$ cat src/rtl/ahb_interconnect_param.sv
// ahb_interconnect_param: AHB-Lite single-master decoder/response mux with a built-in ERROR default slave; define AHB_ICN_ERRCNT_EN to add err_cnt_o
module ahb_interconnect_param #(
  parameter int ADDR_W  = 32,
  parameter int DATA_W  = 32,
  parameter int SEL_W   = 4,
  parameter int NUM_SLV = 16
) (
  input  logic                      HCLK_i,
  input  logic                      HRESET_i,
  input  logic [ADDR_W-1:0]         HADDR_i,
  input  logic [1:0]                HTRANS_i,
  input  logic [NUM_SLV*DATA_W-1:0] HRDATA_i,
  input  logic [NUM_SLV-1:0]        HRESP_i,
  input  logic [NUM_SLV-1:0]        HREADYOUT_i,
  output logic [NUM_SLV-1:0]        HSEL_o,
  output logic [DATA_W-1:0]         HRDATA_o,
  output logic                      HRESP_o,
  output logic                      HREADY_o
`ifdef AHB_ICN_ERRCNT_EN
  ,
  output logic [15:0]               err_cnt_o
`endif
);
  typedef enum logic [1:0] {DS_IDLE, DS_ERR1, DS_ERR2} ds_t;
  localparam logic [SEL_W:0] NUM_L = (SEL_W+1)'(NUM_SLV);
  ds_t ds, ds_nxt;
  logic [SEL_W-1:0] idx, dp_sel;
  logic act, mapped, dp_active, dp_default;
  logic [DATA_W-1:0] slv_rd [NUM_SLV];
  logic unused_bits;
  assign unused_bits = ^{HADDR_i[ADDR_W-SEL_W-1:0], HTRANS_i[0]};
  assign idx = HADDR_i[ADDR_W-1 -: SEL_W];
  assign act = HTRANS_i[1];
  assign mapped = {1'b0, idx} < NUM_L;
  for (genvar i = 0; i < NUM_SLV; i++) begin : g_rd
    assign slv_rd[i] = HRDATA_i[i*DATA_W +: DATA_W];
  end
  // address-phase decode, data-phase response mux and default-slave next state; reset forces an idle OKAY
  always_comb begin
    HSEL_o   = (!HRESET_i && act && mapped) ? NUM_SLV'(1) << idx : '0;
    HREADY_o = HRESET_i ? 1'b1 : dp_active ? HREADYOUT_i[dp_sel] : dp_default ? ds != DS_ERR1 : 1'b1;
    HRESP_o  = !HRESET_i && (dp_active ? HRESP_i[dp_sel] : dp_default && ds != DS_IDLE);
    HRDATA_o = (!HRESET_i && dp_active) ? slv_rd[dp_sel] : '0;
    ds_nxt   = ds == DS_ERR1 ? DS_ERR2 : (HREADY_o && act && !mapped) ? DS_ERR1 : DS_IDLE;
  end
  // data-phase select advances only when the current transfer completes
  always_ff @(posedge HCLK_i) begin
    if (HRESET_i) begin
      ds         <= DS_IDLE;
      dp_active  <= 1'b0;
      dp_default <= 1'b0;
      dp_sel     <= '0;
    end else begin
      ds <= ds_nxt;
      if (HREADY_o) begin
        dp_active  <= act && mapped;
        dp_default <= act && !mapped;
        dp_sel     <= idx;
      end
    end
  end
`ifdef AHB_ICN_ERRCNT_EN
  // counts completed ERROR responses, saturating
  always_ff @(posedge HCLK_i) begin
    if (HRESET_i) err_cnt_o <= '0;
    else if (HREADY_o && HRESP_o && err_cnt_o != 16'hFFFF) err_cnt_o <= err_cnt_o + 16'd1;
  end
`endif
endmodule
$ cat config.mk
export PLATFORM = sky130hd
export DESIGN_NAME = ahb_interconnect_param
export DESIGN_NICKNAME = d
export VERILOG_FILES = /design/src/rtl/ahb_interconnect_param.sv
export SDC_FILE = /design/constraint.sdc
export NUM_CORES = 1
export LEC_CHECK = 0
export CORE_AREA = 8 8 236 238
export CTS_BUF_LIST = sky130_fd_sc_hd__clkbuf_2
export DETAILED_ROUTE_END_ITERATION = 6
export DIE_AREA = 0 0 244 246
export SLEW_MARGIN = 20
export SYNTH_ARGS = -nofsm -noshare
export SYNTH_HDL_FRONTEND = slang
export SYNTH_SLANG_ARGS = --single-unit
$ cat constraint.sdc
create_clock -name HCLK_i -period 2.8 [get_ports HCLK_i]
set_input_delay 0.56 -clock HCLK_i [delete_from_list [all_inputs] [get_ports HCLK_i]]
set_output_delay 0.56 -clock HCLK_i [all_outputs]
set_load 0.05 [all_outputs]
### After elaboration in Yosys (flattened, before gate mapping)

Cells that the tools add are included.
Widths: inputs -> output; s select.

| word-level totals | value |
|---|---|
| flip-flop bits (word level) | 5 |
| input bits | 580 |
| output and inout port bits | 50 |
| word-level logic and storage cells | 22 |

| operators by class | value |
|---|---|
| magnitude comparators | 2 |
| shift operators | 1 |
| muxes and demuxes | 12 |
| bitwise gates (word level) | 1 |
| reductions and logical operators | 4 |

Operators with widths:

| operator | number |
|---|---|
| $bmux 32 s4 | 1 |
| $mux 32 | 3 |
| $mux 16 | 1 |
| $shl 1x4->16 const A | 1 |
| $bmux 1 s4 | 2 |
| $ge 5x5->1 const B | 1 |
| $lt 4x5->1 const B | 1 |
| $mux 1 | 5 |
| $not 4->5 | 1 |
| $logic_and 1x1->1 | 3 |
| $logic_not 1->1 | 1 |

### Logic depth before layout (Yosys ltp)

Gate-level depths: netlist of run 1.

| logic depth | value |
|---|---|
| depth in word-level cells | 5 |
| mapped depth | 8 |
| mapped depth without buffers | 4 |

### Least setup slack after synthesis of run 1

No wires, ideal clock.

| path | value |
|---|---|
| kind | input to output |
| from | input port HTRANS_i[1] |
| to | output port HSEL_o[0] |
| arrival time | 2.354 ns |
| required time | 2.240 ns |
| path slack | -0.114 ns |
| stages | 3 |
| path buffers | 0 |
| path through | nor2b_1 > nand2b_1 > nor4_1 |

| on the way | value |
|---|---|
| word-level cells in the longest chain between the ends | 2 |

Ends and longest elaborated chain:

| element | RTL line | source |
|---|---|---|
| from (decl) | 11 | `input logic [1:0] HTRANS_i,` |
| $logic_and 1x1->1 | 40 | `HSEL_o = (!HRESET_i && act && mapped) ? NUM_SLV'(1) << idx : '0;` |
| $mux 16 | 40 |  |
| to (decl) | 15 | `output logic [NUM_SLV-1:0] HSEL_o,` |

No other way between the ends.

### Final worst setup path of run 1

| path | value |
|---|---|
| from | input port HRDATA_i[126] |
| to | output port HRDATA_o[30] |

| on the way | value |
|---|---|
| word-level cells in the longest chain between the ends | 4 |

Ends and longest elaborated chain:

| element | RTL line | source |
|---|---|---|
| from (decl) | 12 | `input logic [NUM_SLV*DATA_W-1:0] HRDATA_i,` |
| $bmux 32 s4 | 43 | `HRDATA_o = (!HRESET_i && dp_active) ? slv_rd[dp_sel] : '0;` |
| $mux 32 (implied by the code) (2 in a row) | 43 |  |
| $mux 32 | 43 |  |
| to (decl) | 16 | `output logic [DATA_W-1:0] HRDATA_o,` |

No other way between the ends. The select of a mux whose other input is x is not followed.

==> results of run 1 <==
==> cells by family after synthesis <==
group                  Yosys count  synth area share [%]
multiplexers                   175                 84.01
flip-flops                       5                 2.168
buffers and inverters           44                 4.987
AND/OR/NAND/NOR                 68                 8.293
AO/OA/AOI/OAI                    3                0.5421
==> power groups by stage <==
stage | clock network [W] | registers, W | logic, W
floorplan | 0 | 0.0000812 | 0.000926
global placement | 0 | 0.0000927 | 0.00206
detailed placement | 0 | 0.0000930 | 0.00207
CTS | 0.0000696 | 0.0000928 | 0.00224
global route | 0.0000725 | 0.0000936 | 0.00238
finish | 0.0000651 | 0.0000917 | 0.00226
==> cell usage after synthesis (all sizes together) <==
cell type,number
nor3,8
clkbuf,25
nand3,2
nand2b,5
buf,19
a221o,1
nor2,7
mux4,168
nor2b,39
nand2,5
mux2i,2
dfxtp,5
nor4,2
a2bb2oi,1
a31oi,1
mux2,5
==> registers in the layout, summed over array words and instances, names as in the netlist <==
| signal | count |
|---|---|
| dp_active | 1 |
| dp_sel | 4 |
==> what timing repair did <==
action                     in CTS  in global routing
hold buffers                    0                  0
buffers inserted               12                  6
resized for setup             103                 30
setup endpoints to repair      34                 37
cloned                          5                  3
pin swaps                       1                  1
==> layer usage <==
metal | vias to the layer above | track usage, % | wire (µm)
met3 | 30 | 4.061 | 3865
li1 | 2645 | - | -
met5 | - | 0 | 0
met2 | 458 | 21.94 | 19810
met4 | 0 | 1.717 | 713
met1 | 3068 | 13.70 | 14390
==> stage by stage <==
stage / hold slack [ps] / total power (W) / utilization (%) / instance area [µm²] / setup WS [ps]
final: 578.4 / 0.002418 / 24.36 / 12670 / -161.8
after CTS: 593.9 / 0.002401 / 23.93 / 12450 / -205.3
after detailed placement: 580.9 / 0.002168 / 22.81 / 11870 / -429.4
after floorplan: 694.2 / 0.001007 / - / 4629 / 91.02
after global placement: 577.1 / 0.002149 / 22.81 / 11870 / -406.0
after global routing: 600.6 / 0.002549 / 24.36 / 12670 / -246.9
==> how the worst max path moves through the flow <==
stage          cells past startpoint  slack (ps)     startpoint            to
3_3_place_gp                       5        -410  HRDATA_i[190]  HRDATA_o[30]
3_5_place_dp                       5        -430  HRDATA_i[190]  HRDATA_o[30]
5_1_grt                            7        -250      dp_sel[0]       HRESP_o
2_1_floorplan                      6          90      dp_sel[0]   HRDATA_o[0]
4_1_cts                            7        -210      dp_sel[0]       HRESP_o
6_report                           5        -160  HRDATA_i[126]  HRDATA_o[30]
==> final cells by class <==
| type | instances | area share, % |
|---|---|---|
| tap | 688 | 6.792 |
| sequential | 5 | 0.8885 |
| multi-input combinational | 246 | 35.16 |
| timing repair buffer | 670 | 56.97 |
| antenna | 2 | 0.03949 |
| clock buffer | 4 | 0.1580 |
==> key figures, run 1 <==
Timing
  • RSZ-0062 raised after global routing: true
  • Max Slew Vio Count: 0
  • Max_slew headroom: 72.95%
  • Clock Skews: 0.3530 ps
  • Maximum clock rate: 337.6 MHz
  • Post-route clock period utilization: 105.8%
  • Worst Slack Setup Final: -161.8 ps
  • Min Tclk post-route: 2962 ps
  • Final hold violations: 0
  • Worst Tran Pin Value: 405.8 ps
  • Sum Neg Setup Slack: -3031 ps
  • # setup viols final: 33

Setup path
  • FF-to-FF End: dp_sel[1]
  • Critical Path Fanout Max: 1
  • Crit end category: output pin
  • Cell family with most CP delay: multiplexers
  • Crit path kind: primary input to output pin
  • Setup crit start kind: primary input
  • Worst Path Buf+Inv: 2
  • R2R depth: 9
  • Arr. time, crit path: between 2000 and 2500 ps
  • CP cell instances: clkdlybuf4s50_1, mux4_2, mux4_2, nor2b_4, buf_12
  • Setup slack, reg-to-reg: 150 ps
  • Most common cell type on the critical path: mux4_2
  • R2r startpoint: dp_sel[0]
  • CP max stage cell: mux4_2
  • Largest stage delay, worst path: 570 ps
  • CP required: 2240 ps

Status
  • Failing checks: negative setup slack
  • Status: finished with violations

Min path
  • Hold Crit Endpoint: dp_sel[3]
  • Hold_sp: dp_sel[3]
  • Hold Crit Class: flop to flop
  • WHS Path Cells: 1

CTS
  • CTS Buf Count: 3
  • Clock Root Buffer: clkbuf_2
  • CTS tree: done
  • Clock latency on the worst-skew pair: 210 ps
  • Bufs on Longest Clock Path: 2
  • # H-tree levels: 1
  • Clk sinks: 5
  • CTS clk-pin slew, worst paths: around 50 ps

Layout
  • Storage element area: ~110 µm²
  • Syn-to-layout area delta: 174.5%
  • Final nets: 1,506
  • Most common cell after layout, fill and taps aside: clkdlybuf4s50_1
  • Most frequent cells in the layout: clkdlybuf4s50_1, mux4_2, buf_12
  • Footprint of the multi-input gates: 4456 µm²
  • Share of cells above drive strength 1: 35.24%
  • Fill cell total of the finished layout: 5,479
  • Final cell count without fillers: 1,615

Synth
  • Post-synth net total: 875
  • Post-synthesis cell area: 4617 µm²
  • Syn Inst Count: 295
  • Yosys cell types: 20
  • Top post-synthesis cells by area: mux4_2, nor2b_1, dfxtp_1
  • Yosys warnings: 0
  • Synth area leader: mux4_2
  • Synth top area share: between 80% and 90%
  • Sequential area share after synthesis: 2.168%
  • Synth Register Bits: 5
  • Synthesized area per cell: 15.65 µm²

Die
  • Total die area: 60,020 µm²
  • Initial core utilization: slightly below 9%
  • Die H: 246 µm
  • Core Area: 52,020 µm²
  • Top Ports: 630
  • Number of core rows: 84
  • Die X-Extent: 244 µm

Detailed routing
  • DR iter-0 viols: about 260
  • Vias: 6,201
  • Remaining DRCs: 0
  • Final ANT Viol Nets: 0
  • Drt total wl: 38.77 mm
  • Drt pass-1 iters: 4
  • Vias per cell: 3.840
  • WL/cell: 24.01 µm

Placement
  • IO buf count: 600
  • Placed Cells incl. Taps: 1,584
  • Detailed placement HPWL: approximately 34 mm
  • Final Wtd Congestion: 0.8548

Power and ir drop
  • Switching share of total power: 32.59%
  • Power share of the clock group: 2.7%
  • Combinational power share: 93.5%
  • Power Density: 190.8 nW/µm²
  • Psw: 0.0007880 W
  • IR drop worst, VDD: around 0.08 mV
  • Reg power frac: 3.8%
  • Leakage: between 4 and 5 nW
  • P_int: 0.001630 W

Global routing
  • Antenna violations before repair: 6
  • Largest net degree at the start of global routing: 37
  • GRT Util Overall: about an eighth
  • GRT Residual Overflow: 0
  • Vias in the first global route: 7,224
  • Global-route wire length before repair: approximately 53 mm

Run
  • Max Cap Viol: 0
(Power assumes the default switching activity.)
==> run 2: changes to the inputs <==
--- a/config.mk
+++ b/config.mk
@@ -9,6 +9,8 @@
 export CTS_BUF_LIST = sky130_fd_sc_hd__clkbuf_2
 export DETAILED_ROUTE_END_ITERATION = 6
 export DIE_AREA = 0 0 244 246
+export PLACE_DENSITY = 0.43
+export REMOVE_ABC_BUFFERS = 1
 export SLEW_MARGIN = 20
 export SYNTH_ARGS = -nofsm -noshare
 export SYNTH_HDL_FRONTEND = slang
==> run 2 against run 1 <==
  * The run still ends with negative setup slack left
  * Utilization fell by 0.40 points
  * Clock skew rose by 1.2 ps
  * First-iteration DRC count fell by 25%
  * Maximum frequency rose by 0.90%
  * Die area did not move
  * Via count fell by 2.6%
  * Critical path type is now flop to output pin
  * Largest cell class unchanged
  * Largest power group unchanged
  * Highest routed layer is now met5
==> key figures, run 2 (synthesized netlist as in run 1, its figures left out) <==
Global routing
  • Vias in the first global route: 7,213
  • Global-route wire length before repair: 52.53 mm
  • GRT Util Overall: a little under an eighth
  • Largest net degree at the start of global routing: 43
  • GRT Residual Overflow: 0
  • Antenna violations before repair: 5

Setup path
  • CP cell instances: buf_4, clkbuf_16, buf_4, mux4_1, mux2_4, a221o_1, buf_12
  • Crit end category: output pin
  • CP required: 2240 ps
  • Most common cell type on the critical path: buf_4
  • CP max stage cell: mux4_1
  • Largest stage delay, worst path: 540 ps
  • Crit path kind: flop to output pin
  • Arr. time, crit path: 2380 ps
  • Critical Path Fanout Max: 5
  • Setup crit start kind: flop

Layout
  • Syn-to-layout area delta: 170.0%
  • Largest regs: dp_sel: 4 flops, dp_active: 1 flops
  • Final nets: 1,513
  • Most frequent cells in the layout: clkdlybuf4s50_1, mux4_2, buf_4
  • Biggest register: dp_sel
  • Largest register FFs: 4
  • Final core utilization: 23.96%
  • Most common cell after layout, fill and taps aside: clkdlybuf4s50_1
  • Share of cells above drive strength 1: roughly a third
  • Fill cell total of the finished layout: about 5,500
  • Post-route cell area: 12,460 µm²

Power and ir drop
  • Switching share of total power: 32.14%
  • Power share of the clock group: 2.9%
  • Reg power frac: 4.1%
  • Power Density: 187.2 nW/µm²
  • Final Total Pwr: 0.002333 W
  • IR drop worst, VDD: roughly 0.073 mV
  • Psw: 0.0007500 W
  • Leakage: 4.230 nW
  • P_int: 0.001583 W
  • Combinational power share: 93.0%

Detailed routing
  • Vias per cell: between 3 and 4
  • Final ANT Viol Nets: 0
  • Metal-1 WL: 15.26 mm
  • DR iter-0 viols: about 190
  • Drt total wl: slightly below 40 mm
  • Vias: 6,042
  • Uppermost layer routed: met5
  • WL met3: 3.215 mm
  • Drt pass-1 iters: 6
  • Metal2 WL: 20.37 mm
  • Remaining DRCs: 0
  • WL/cell: 24.09 µm

Die
  • Initial core utilization: 8.874%
  • Total die area: 60,020 µm²
  • Number of core rows: 84
  • Die H: around 250 µm
  • Core Area: 52,020 µm²
  • Top Ports: 630
  • Die X-Extent: 244 µm

Timing
  • Maximum clock rate: between 300 and 400 MHz
  • Max Slew Vio Count: 0
  • Min Tclk post-route: 2935 ps
  • Max_slew headroom: 72.33%
  • Clock Skews: 1.504 ps
  • # setup viols final: 34
  • Worst Slack Setup Final: -135.3 ps
  • Final hold violations: 0
  • Post-route clock period utilization: 104.8%
  • RSZ-0062 raised after global routing: true
  • Worst Tran Pin Value: approximately 410 ps

CTS
  • Hold Buf Count CTS: 0
  • CTS Buf Count: 3
  • # H-tree levels: 1
  • Clk sinks: 5
  • Bufs on Longest Clock Path: 2
  • Clock Root Buffer: clkbuf_2
  • Clock latency on the worst-skew pair: 220 ps
  • CTS clk-pin slew, worst paths: about 60 ps
  • CTS tree: done

Placement
  • IO buf count: 600
  • Final Wtd Congestion: 0.7912
  • Detailed placement HPWL: ~34 mm
  • Cell Area, Placed: 11,950 µm²
  • Dpl ws: -286.0 ps

Status
  • Status: finished with violations
  • Failing checks: negative setup slack

Min path
  • Hold Crit Class: flop to flop

Run
  • Max Cap Viol: 0
[run 2: worst max-delay path: cells and delay by family, from the launching register on]
family / cells / cell delay, ps
buf+inv: 4 / 590
mux: 2 / 820
flops: 1 / 370
compound gates: 1 / 370
[run 2: cell type report]
type	count	area (µm²)	share of cell area (%)
antenna	1	2.502	0.02008
sequential	5	112.6	0.9034
multi-input combinational	246	4348	34.88
timing repair buffer	677	7121	57.13
tap	688	860.8	6.906
clock buffer	4	20.02	0.1606
[run 2: routing by layer]
metal / up-vias / track usage [%]
met5: - / 0
met4: 2 / 0.9113
met3: 10 / 3.606
met2: 359 / 21.77
met1: 3008 / 13.50
li1: 2663 / -
[run 2: power groups by stage]
stage | combinational (W) | clock [W] | sequential [W]
CTS | 0.00208 | 0.0000708 | 0.0000973
finish | 0.00217 | 0.0000688 | 0.0000947
global route | 0.00230 | 0.0000760 | 0.0000978
detailed placement | 0.00206 | 0 | 0.0000982
floorplan | 0.000872 | 0 | 0.000211
global placement | 0.00205 | 0 | 0.0000982
[run 2: repair_timing]
item,4_1_cts,5_1_grt
setup endpoints to repair,34,34
buffers inserted,0,12
gates resized for setup,22,60
cloned,0,6
pin swaps,1,0
[run 2: path summary, 6_finish.rpt]
kind,slack (ps),from,cells after the start,end
worst max-delay path,-140,dp_sel[0],7,HREADY_o
worst min-delay path,820,dp_sel[2],2,dp_sel[2]
worst min register to register,820,dp_sel[2],2,dp_sel[2]
worst max register to register,100,dp_sel[0],9,dp_sel[0]
[run 2: per-stage QoR]
stage          cells  setup TNS, ps  hold slack [ps]
2_1_floorplan    251        -194140            694.3
3_3_place_gp    1598          -2234            837.1
3_5_place_dp    1598          -2155            829.2
4_1_cts         1602          -5100            855.6
5_1_grt         1621          -6165            873.7
6_report        1621          -3141            818.5
==> run 3: changes to the inputs <==
--- a/config.mk
+++ b/config.mk
@@ -9,6 +9,7 @@
 export CTS_BUF_LIST = sky130_fd_sc_hd__clkbuf_2
 export DETAILED_ROUTE_END_ITERATION = 6
 export DIE_AREA = 0 0 244 246
+export MAX_ROUTING_LAYER = met4
 export PLACE_DENSITY = 0.43
 export REMOVE_ABC_BUFFERS = 1
 export SLEW_MARGIN = 20
==> run 3 against run 2 <==
  * Largest power group unchanged
  * Sequential share of layout area about the same
  * Non-clock buffer count unchanged
  * Critical path depth unchanged
  * Sequential cell count unchanged
  * Sequential power up 0.5%
  * Maximum frequency down 1.0%
  * Critical endpoint unchanged
  * First-iteration DRC count down 13%
  * The flow still finishes with violations (negative setup slack)
==> key figures, run 3 (synthesized netlist as in run 1, its figures left out) <==
Die
  • Top Ports: 630
  • Number of core rows: 84
  • Core Area: approximately 52,000 µm²
  • Die H: 246 µm
  • Die X-Extent: 244 µm
  • Total die area: 60,020 µm²
  • Initial core utilization: under 10%

Layout
  • Largest regs: dp_sel: 4 flops, dp_active: 1 flops
  • Final core utilization: 24.31%
  • Final nets: about 1,500
  • Final cell count without fillers: between 1,500 and 2,000
  • Syn-to-layout area delta: 173.9%
  • Share of cells above drive strength 1: about a third
  • Fill cell total of the finished layout: 5,500
  • Footprint of the multi-input gates: about 4400 µm²
  • Most frequent cells in the layout: clkdlybuf4s50_1, mux4_2, buf_4
  • Most common cell after layout, fill and taps aside: clkdlybuf4s50_1
  • Largest register FFs: 4
  • Storage element area: 112.6 µm²
  • Biggest register: dp_sel
  • Post-route cell area: roughly 13,000 µm²

Timing
  • Max Slew Vio Count: 0
  • RSZ-0062 raised after global routing: true
  • Max_slew headroom: roughly 72%
  • Min Tclk post-route: 2966 ps
  • Clock Skews: 0.7802 ps
  • Hold WS: 826.4 ps
  • Maximum clock rate: 337.2 MHz
  • Post-route clock period utilization: 105.9%
  • Sum Neg Setup Slack: -3261 ps
  • Worst Tran Pin Value: 409.4 ps
  • Final hold violations: 0
  • # setup viols final: 34
  • Worst Slack Setup Final: -165.7 ps

Global routing
  • Largest net degree at the start of global routing: 43
  • GRT Util Overall: 12.02%
  • Antenna violations before repair: 5
  • GRT Residual Overflow: 0
  • Global-route wire length before repair: 52.24 mm
  • Vias in the first global route: slightly above 7,000

CTS
  • CTS Buf Count: 3
  • # H-tree levels: 1
  • Clock latency on the worst-skew pair: 220 ps
  • Hold Buf Count CTS: 0
  • Clock Root Buffer: clkbuf_2
  • CTS clk-pin slew, worst paths: about 60 ps
  • Clk sinks: 5
  • Bufs on Longest Clock Path: 2
  • CTS tree: done

Min path
  • WHS Path Cells: 2
  • Hold Crit Class: flop to flop
  • Hold_sp: dp_sel[2]
  • Hold Crit Endpoint: dp_sel[2]

Placement
  • IO buf count: 600
  • Placed Cells incl. Taps: about 1,600
  • Final Wtd Congestion: 0.8024
  • Cell Area, Placed: ~12,000 µm²
  • Detailed placement HPWL: 33.98 mm

Setup path
  • Most common cell type on the critical path: buf_12
  • FF-to-FF End: dp_sel[3]
  • CP required: 2240 ps
  • Setup crit start kind: flop
  • Setup slack, reg-to-reg: 100 ps
  • Cell family with most CP delay: multiplexers
  • Arr. time, crit path: ~2400 ps
  • Largest stage delay, worst path: approximately 500 ps
  • R2R depth: 9
  • CP cell instances: buf_12, buf_8, clkbuf_16, mux4_2, mux2_4, a221o_1, buf_12
  • Crit path kind: flop to output pin
  • Critical Path Fanout Max: 6
  • CP max stage cell: mux4_2
  • Worst Path Buf+Inv: 4
  • R2r startpoint: dp_sel[0]
  • Crit end category: output pin

Detailed routing
  • DR iter-0 viols: 167
  • WL/cell: 24.07 µm
  • Remaining DRCs: 0
  • Drt total wl: around 39 mm
  • WL met3: 2.915 mm
  • Vias: 6,012
  • Metal2 WL: 20.14 mm
  • Final ANT Viol Nets: 0
  • Metal-1 WL: 15.67 mm
  • Drt pass-1 iters: 4
  • Uppermost layer routed: met4
  • Vias per cell: between 3 and 4

Status
  • Status: finished with violations
  • Failing checks: negative setup slack

Power and ir drop
  • Power Density: 188.6 nW/µm²
  • Leakage: approximately 4.3 nW
  • IR drop worst, VDD: between 0.07 and 0.08 mV

Run
  • Max Cap Viol: 0
[run 3: cell types whose count changed in the layout (fill, tap and decap cells not counted), sizes merged]
cell / before / now
clkbuf: 8 / 7
buf: 123 / 124
diode: 1 / 2
[run 3: stage by stage]
step / power (W) / setup slack (ps)
6_report: 0.002386 / -165.7
5_1_grt: 0.002530 / -249.6
4_1_cts: 0.002243 / -198.7
3_5_place_dp: 0.002160 / -286.0
3_3_place_gp: 0.002150 / -281.9
2_1_floorplan: 0.001083 / -5087
[run 3: cell type report]
cell class | instances | area share, %
Antenna cell | 2 | 0.03958
Clock buffer | 4 | 0.1583
Tap cell | 688 | 6.807
Sequential cell | 5 | 0.8905
Timing Repair Buffer | 677 | 57.07
Multi-Input combinational cell | 246 | 35.04
[run 3: how the worst max path moves through the flow]
stage / from / to / slack (ps) / cells after the start
after CTS: dp_sel[0] / HRDATA_o[6] / -200 / 6
after global placement: HRDATA_i[88] / HRDATA_o[24] / -280 / 5
after global routing: dp_sel[0] / HREADY_o / -250 / 7
after detailed placement: HRDATA_i[88] / HRDATA_o[24] / -290 / 5
after floorplan: dp_sel[0] / HREADY_o / -5090 / 3
final: dp_sel[0] / HREADY_o / -170 / 7
[run 3: worst reg2reg max path, delay by kind of cell, from the launching register on]
family | cells | cell delay, ps
muxes | 3 | 1090
buffers and inverters | 5 | 700
AOI/OAI and AO/OA | 1 | 400
DFF | 1 | 390
[run 3: repair_timing]
item	4_1_cts	5_1_grt
gates cloned	0	5
gates resized for setup	22	103
pin swaps	1	1
setup endpoints to repair	34	34
setup buffers	0	13
[run 3: power by group]
part           total (W)  internal [W]  switching [W]
clock network  0.0000690     0.0000378      0.0000312
registers      0.0000952     0.0000773      0.0000179
logic            0.00222       0.00151       0.000714
total            0.00239       0.00162       0.000763
[run 3: routing by layer]
metal  track usage, %  vias to the layer above
li1                 -                     2662
met1            13.81                     2968
met2            21.75                      367
met3            3.054                       15
met4            1.016                        0
met5                -                        -
